### src/rtl/medicine_pkg.sv
// Shared types and constants for the compartment inventory report sequencer.
// LOW_STOCK_FLAG_EN adds the SLOT_FLAG state used to mark empty compartments.
package medicine_pkg;

  localparam int NUM_SLOTS_DEF = 10;
  localparam int CNT_W_DEF     = 4;

  localparam logic [7:0] ASC_ZERO  = 8'h30;
  localparam logic [7:0] ASC_SPACE = 8'h20;
  localparam logic [7:0] ASC_QMARK = 8'h3F;
  localparam logic [7:0] ASC_S     = 8'h53;
  localparam logic [7:0] ASC_CR    = 8'h0D;
  localparam logic [7:0] ASC_LF    = 8'h0A;
  localparam logic [7:0] ASC_BANG  = 8'h21;

  typedef enum logic [3:0] {
    IDLE,
    SLOT_ID,
    SLOT_CNT,
`ifdef LOW_STOCK_FLAG_EN
    SLOT_FLAG,
`endif
    SLOT_SEP,
    SUM_TAG,
    SUM_TENS,
    SUM_ONES,
    CR,
    LF,
    FIN
  } state_t;

endpackage

### src/rtl/digit_to_ascii.sv
// Combinational 4-bit value to ASCII digit; anything above 9 renders as '?'.
module digit_to_ascii
  import medicine_pkg::*;
(
  input  logic [3:0] value,
  output logic [7:0] ascii
);

  always_comb begin
    ascii = (value <= 4'd9) ? (ASC_ZERO + {4'd0, value}) : ASC_QMARK;
  end

endmodule

### src/rtl/medicine_report_seq.sv
// Snapshots all compartment counts on start and streams an ASCII inventory frame to the tx block.
// Optional LOW_STOCK_FLAG_EN appends '!' after the count of every empty compartment.
module medicine_report_seq
  import medicine_pkg::*;
#(
  parameter int NUM_SLOTS = NUM_SLOTS_DEF,
  parameter int CNT_W     = CNT_W_DEF
) (
  input  logic                       clk,
  input  logic                       rst,
  input  logic                       start,
  input  logic [NUM_SLOTS*CNT_W-1:0] counts,
  output logic [7:0]                 tx_data,
  output logic                       tx_valid,
  input  logic                       tx_ready,
  output logic                       busy,
  output logic                       done
);

  localparam int VEC_W = NUM_SLOTS * CNT_W;
  localparam int SEL_W = (VEC_W > 1) ? $clog2(VEC_W) : 1;
  localparam logic [3:0] LAST_IDX = 4'(NUM_SLOTS - 1);

  function automatic logic [3:0] clamp_nib(input logic [CNT_W-1:0] v);
    return (v > CNT_W'(9)) ? 4'hF : 4'(v);
  endfunction

  function automatic logic [6:0] sat_99(input logic [7:0] v);
    return (v > 8'd99) ? 7'd99 : v[6:0];
  endfunction

  state_t            state, state_nxt;
  logic [3:0]        slot_idx, idx_nxt;
  logic              capture;
  logic              xfer;

  logic [VEC_W-1:0]  counts_p0;
  logic [7:0]        sum_p0;
  logic [7:0]        sum_in;

  logic [SEL_W-1:0]  cnt_sel;
  logic [CNT_W-1:0]  cur_cnt;
  logic [3:0]        cnt_nib;
  logic [6:0]        sum_sat;
  logic [3:0]        sum_tens, sum_ones;
  logic [7:0]        cnt_asc, tens_asc, ones_asc;

  always_comb begin
    sum_in = '0;
    for (int i = 0; i < NUM_SLOTS; i++) begin
      sum_in = sum_in + 8'(counts[i*CNT_W +: CNT_W]);
    end
  end

  // Stage p0: snapshot captured once per report; never reset, only loaded on accept
  always_ff @(posedge clk) begin
    if (capture) begin
      counts_p0 <= counts;
      sum_p0    <= sum_in;
    end
  end

  assign cnt_sel  = SEL_W'(slot_idx * CNT_W);
  assign cur_cnt  = counts_p0[cnt_sel +: CNT_W];
  assign cnt_nib  = clamp_nib(cur_cnt);
  assign sum_sat  = sat_99(sum_p0);
  assign sum_tens = 4'(sum_sat / 7'd10);
  assign sum_ones = 4'(sum_sat % 7'd10);

  digit_to_ascii u_cnt_asc  (.value(cnt_nib),  .ascii(cnt_asc));
  digit_to_ascii u_tens_asc (.value(sum_tens), .ascii(tens_asc));
  digit_to_ascii u_ones_asc (.value(sum_ones), .ascii(ones_asc));

  always_ff @(posedge clk) begin
    if (rst) begin
      state    <= IDLE;
      slot_idx <= '0;
    end else begin
      state    <= state_nxt;
      slot_idx <= idx_nxt;
    end
  end

  assign xfer = tx_valid & tx_ready;

  always_comb begin
    state_nxt = state;
    idx_nxt   = slot_idx;
    capture   = 1'b0;
    case (state)
      IDLE: begin
        if (start) begin
          capture   = 1'b1;
          idx_nxt   = '0;
          state_nxt = SLOT_ID;
        end
      end
      SLOT_ID:  if (xfer) state_nxt = SLOT_CNT;
`ifdef LOW_STOCK_FLAG_EN
      SLOT_CNT:  if (xfer) state_nxt = (cur_cnt == '0) ? SLOT_FLAG : SLOT_SEP;
      SLOT_FLAG: if (xfer) state_nxt = SLOT_SEP;
`else
      SLOT_CNT:  if (xfer) state_nxt = SLOT_SEP;
`endif
      SLOT_SEP: begin
        if (xfer) begin
          if (slot_idx == LAST_IDX) begin
            state_nxt = SUM_TAG;
          end else begin
            idx_nxt   = slot_idx + 4'd1;
            state_nxt = SLOT_ID;
          end
        end
      end
      SUM_TAG:  if (xfer) state_nxt = SUM_TENS;
      SUM_TENS: if (xfer) state_nxt = SUM_ONES;
      SUM_ONES: if (xfer) state_nxt = CR;
      CR:       if (xfer) state_nxt = LF;
      LF:       if (xfer) state_nxt = FIN;
      FIN:      state_nxt = IDLE;
      default:  state_nxt = IDLE;
    endcase
  end

  // Outputs decode purely from registered state, so they hold steady across stalls
  always_comb begin
    tx_valid = (state != IDLE) && (state != FIN);
    busy     = (state != IDLE) && (state != FIN);
    done     = (state == FIN);
    tx_data  = 8'h00;
    case (state)
      SLOT_ID:   tx_data = ASC_ZERO + {4'd0, slot_idx};
      SLOT_CNT:  tx_data = cnt_asc;
`ifdef LOW_STOCK_FLAG_EN
      SLOT_FLAG: tx_data = ASC_BANG;
`endif
      SLOT_SEP:  tx_data = ASC_SPACE;
      SUM_TAG:   tx_data = ASC_S;
      SUM_TENS:  tx_data = tens_asc;
      SUM_ONES:  tx_data = ones_asc;
      CR:        tx_data = ASC_CR;
      LF:        tx_data = ASC_LF;
      default:   tx_data = 8'h00;
    endcase
  end

endmodule
### config.mk
export PLATFORM = sky130hd
export DESIGN_NAME = medicine_report_seq
export DESIGN_NICKNAME = d
export VERILOG_FILES = /design/src/rtl/medicine_pkg.sv /design/src/rtl/digit_to_ascii.sv /design/src/rtl/medicine_report_seq.sv
export SDC_FILE = /design/constraint.sdc
export NUM_CORES = 1
export LEC_CHECK = 0
export ABC_AREA = 1
export ABC_CLOCK_PERIOD_IN_PS = 5600
export CORE_ASPECT_RATIO = 1.75
export CORE_MARGIN = 10
export CORE_UTILIZATION = 55
export DETAILED_ROUTE_END_ITERATION = 10
export GPL_TIMING_DRIVEN = 0
export PLACE_DENSITY = 0.8
export SLEW_MARGIN = 20
export SYNTH_ARGS = -nofsm -noshare
export SYNTH_HDL_FRONTEND = slang
export SYNTH_SLANG_ARGS = --single-unit
### constraint.sdc
create_clock -name clk -period 5.6 [get_ports clk]
set_input_delay 0.84 -clock clk [delete_from_list [all_inputs] [get_ports clk]]
set_output_delay 0.84 -clock clk [all_outputs]
set_load 0.01 [all_outputs]
==> flow_metrics.tcl <==
set metrics [dict create \
    r2r-end "counts_p0[39]" \
    gp_congestion 0.949 \
    critPathKind "reg2out" \
    pin_count 55 \
    rr_worst_depth 6 \
    status "finished clean" \
    rsz0062_at_grt "no" \
    cp.required_ns 4.76 \
    root_buffer "clkbuf_16" \
    first_iter_violations 185 \
    synthesis.nets 493 \
    grtUsageTotal_pct 16.1 \
    fin_crit_sh_pct 92.0 \
    layout.nets 556 \
    diodes 0 \
    fillers 484 \
    yosysWarnings 0 \
    clk_latency_ns 0.30 \
    synth_cell_types 37 \
    regToRegStartpoint "state[2]" \
    fin_setup_tns_ns 0 \
    cts_tree "done" \
    cpPeakStageDelay_ns 0.57 \
    rrSetupSlack_ns 3.53 \
    synth.avg_cell_area_um2 9.66 \
    critPathCaptureType "primary output" \
    hold_path.startpoint "state[0]" \
    vias 3059 \
    syn_inst 400 \
    cts_buffer_depth 2 \
    grt.overflow.total 0 \
    clk_pin_slew_ns 0.08 \
    netlist_area_mm2 0.00386 \
    die_w_um 83.4 \
    critPathCapture "tx_data[3]" \
    slew_violations 0 \
    cts_hold_buf 0 \
    port-buffer-count 53 \
    max_slew_margin_pct 54.8 \
    holdWs_ns 0.519 \
    multiInputGateArea_mm2 0.00200 \
    hp-class "reg2reg" \
    critPathBufInv 6 \
    ys_seq_area_share_pct 41.4 \
    max_cap_violations 0 \
    cts_sinks 56 \
    dr.pass1.iters 4 \
    drt_wl_total_mm 8.95 \
    synth_seq_cells 56 \
    htreeDepth 2 \
    fp.dieH_um 131 \
    routedWlPerCell_um 16.3 \
    slowest_stage "clkdlybuf4s50_1" \
    crit_fanout 6 \
    async_flop_share_pct 0 \
    startpoint "sum_p0[2]" \
    grt_pass1_wl_mm 14.3 \
    synth_edf_count 48 \
    detail-route-antenna-nets 0 \
    antenna_found_initial 0 \
    hold_viol 0 \
    fmax_mhz 194 \
    seq_area_mm2 0.00160 \
    drc_errors 0 \
    postLayoutCoreUtil_pct 68.9 \
    place_area_mm2 0.00454 \
    grt_pass1_vias 3092 \
    rows 40 \
    drive_gt1_share_pct 9.05 \
    numCtsBuffers 5 \
    crit_family "simple AND/OR/NAND/NOR gates" \
    fin_crit_ns 5.15 \
    dpl.hpwl_mm 7.42 \
    core-area_mm2 0.00686 \
    start_kind "flip-flop" \
    synth_ff_type "edfxtp_1" \
    dieArea_mm2 0.0109 \
    grt_max_degree 27 \
    worst_pin_slew_ns 0.677 \
    area_growth_pct 22.2 \
    min_path_cells 2 \
    worstPathArrival_ns 4.31 \
    finalSetupViolations 0 \
    stdcell_area_mm2 0.00472 \
    clock-skew-final_ns 0.00941 \
    cp.depth 29 \
    start_util_pct 56.4 \
    via_per_inst 5.58 \
]
==> stage by stage <==
stage,setup WS [ns],std cells
floorplan,0.887,400
global placement,0.246,537
detailed placement,0.174,538
CTS,0.232,546
global route,0.0351,548
finish,0.448,548
==> worst min path at each step <==
stage,endpoint,slack [ns]
floorplan,state[0],0.48
global placement,state[0],0.49
detailed placement,state[0],0.51
CTS,state[0],0.52
global route,state[0],0.57
finish,state[0],0.52
==> layout make-up <==
| cell class | instances | area share (%) |
|---|---|---|
| clock buffer | 5 | 2.65 |
| inverter | 67 | 5.32 |
| clock inverter | 3 | 0.503 |
| multi-input combinational | 269 | 42.3 |
| timing repair buffer | 56 | 12.3 |
| buffer | 8 | 0.794 |
| tap | 84 | 2.22 |
| sequential | 56 | 33.9 |
==> synth_stat cells, types with 5 or more instances <==
cell type / count / area [um^2]
o211ai_1: 5 / 37.5
o21ai_0: 32 / 160
nand3_1: 19 / 95.1
a21oi_1: 14 / 70.1
dfxtp_1: 8 / 160
clkbuf_1: 5 / 18.8
edfxtp_1: 48 / 1440
a31oi_1: 5 / 31.3
inv_1: 64 / 240
o221ai_1: 6 / 52.6
nor2_1: 47 / 176
nand2_2: 12 / 75.1
xor2_1: 5 / 43.8
nand2_1: 44 / 165
nor3_1: 6 / 30.0
ha_1: 20 / 250
fa_1: 29 / 581
==> flip-flops by register name, indices dropped and copies added (netlist names) <==
signal / cells
slot_idx: 4
state: 4
sum_p0: 8
counts_p0: 40
==> layout by cell type, fill, tap and decap left out, drive strengths merged, types with 2 or more instances in the layout <==
master,netlist,layout
dfxtp,8,8
nor3,6,6
fa,29,29
clkbuf,5,10
nand2,58,58
clkdlybuf4s50,0,50
buf,3,6
xor2,5,5
o22ai,2,2
ha,20,20
nand3,21,21
inv,67,70
dlymetal6s2s,0,3
o221ai,6,6
a21oi,15,15
nor2,48,48
a211oi,3,3
edfxtp,48,48
mux2i,2,2
nand4,3,3
o21ai,34,34
o211ai,5,5
a31oi,5,5
==> kinds of logic (layout without fill, tap and decap cells) <==
kind of cell,Yosys count,after routing,share of synthesized area [%]
AOI/OAI and AO/OA,74,74,11.7
and+or+nand+nor,138,138,16.1
muxes,2,2,0.518
xor gates and xnor gates,5,5,1.13
other,1,1,0.0970
DFF,56,56,41.4
adders and majority gates,49,49,21.5
buffers and inverters,75,139,7.48
==> routing by layer <==
layer / GRT usage [%] / wire [um] / up-vias
met3: 3.72 / 451 / 19
met5: 0 / 0 / -
met1: 14.3 / 2980 / 1473
met4: 5.84 / 174 / 0
met2: 33.6 / 5350 / 104
li1: - / - / 1463
==> worst reg2reg max path: stages (launching register included) <==
cell	delay (ns)
dfxtp_1	0.37
nor2_1	0.16
inv_1	0.09
nor2_1	0.21
inv_1	0.13
nor2_4	0.54
buf_16	0.26
==> timing repair <==
action	CTS	global route
endpoints found under the hold margin	0	0
resized for setup	0	8
setup buffers	0	2
setup endpoints to repair	0	4
Power is not shown: default switching activity piles up to over one toggle a cycle in this logic, so the estimate is an artifact.
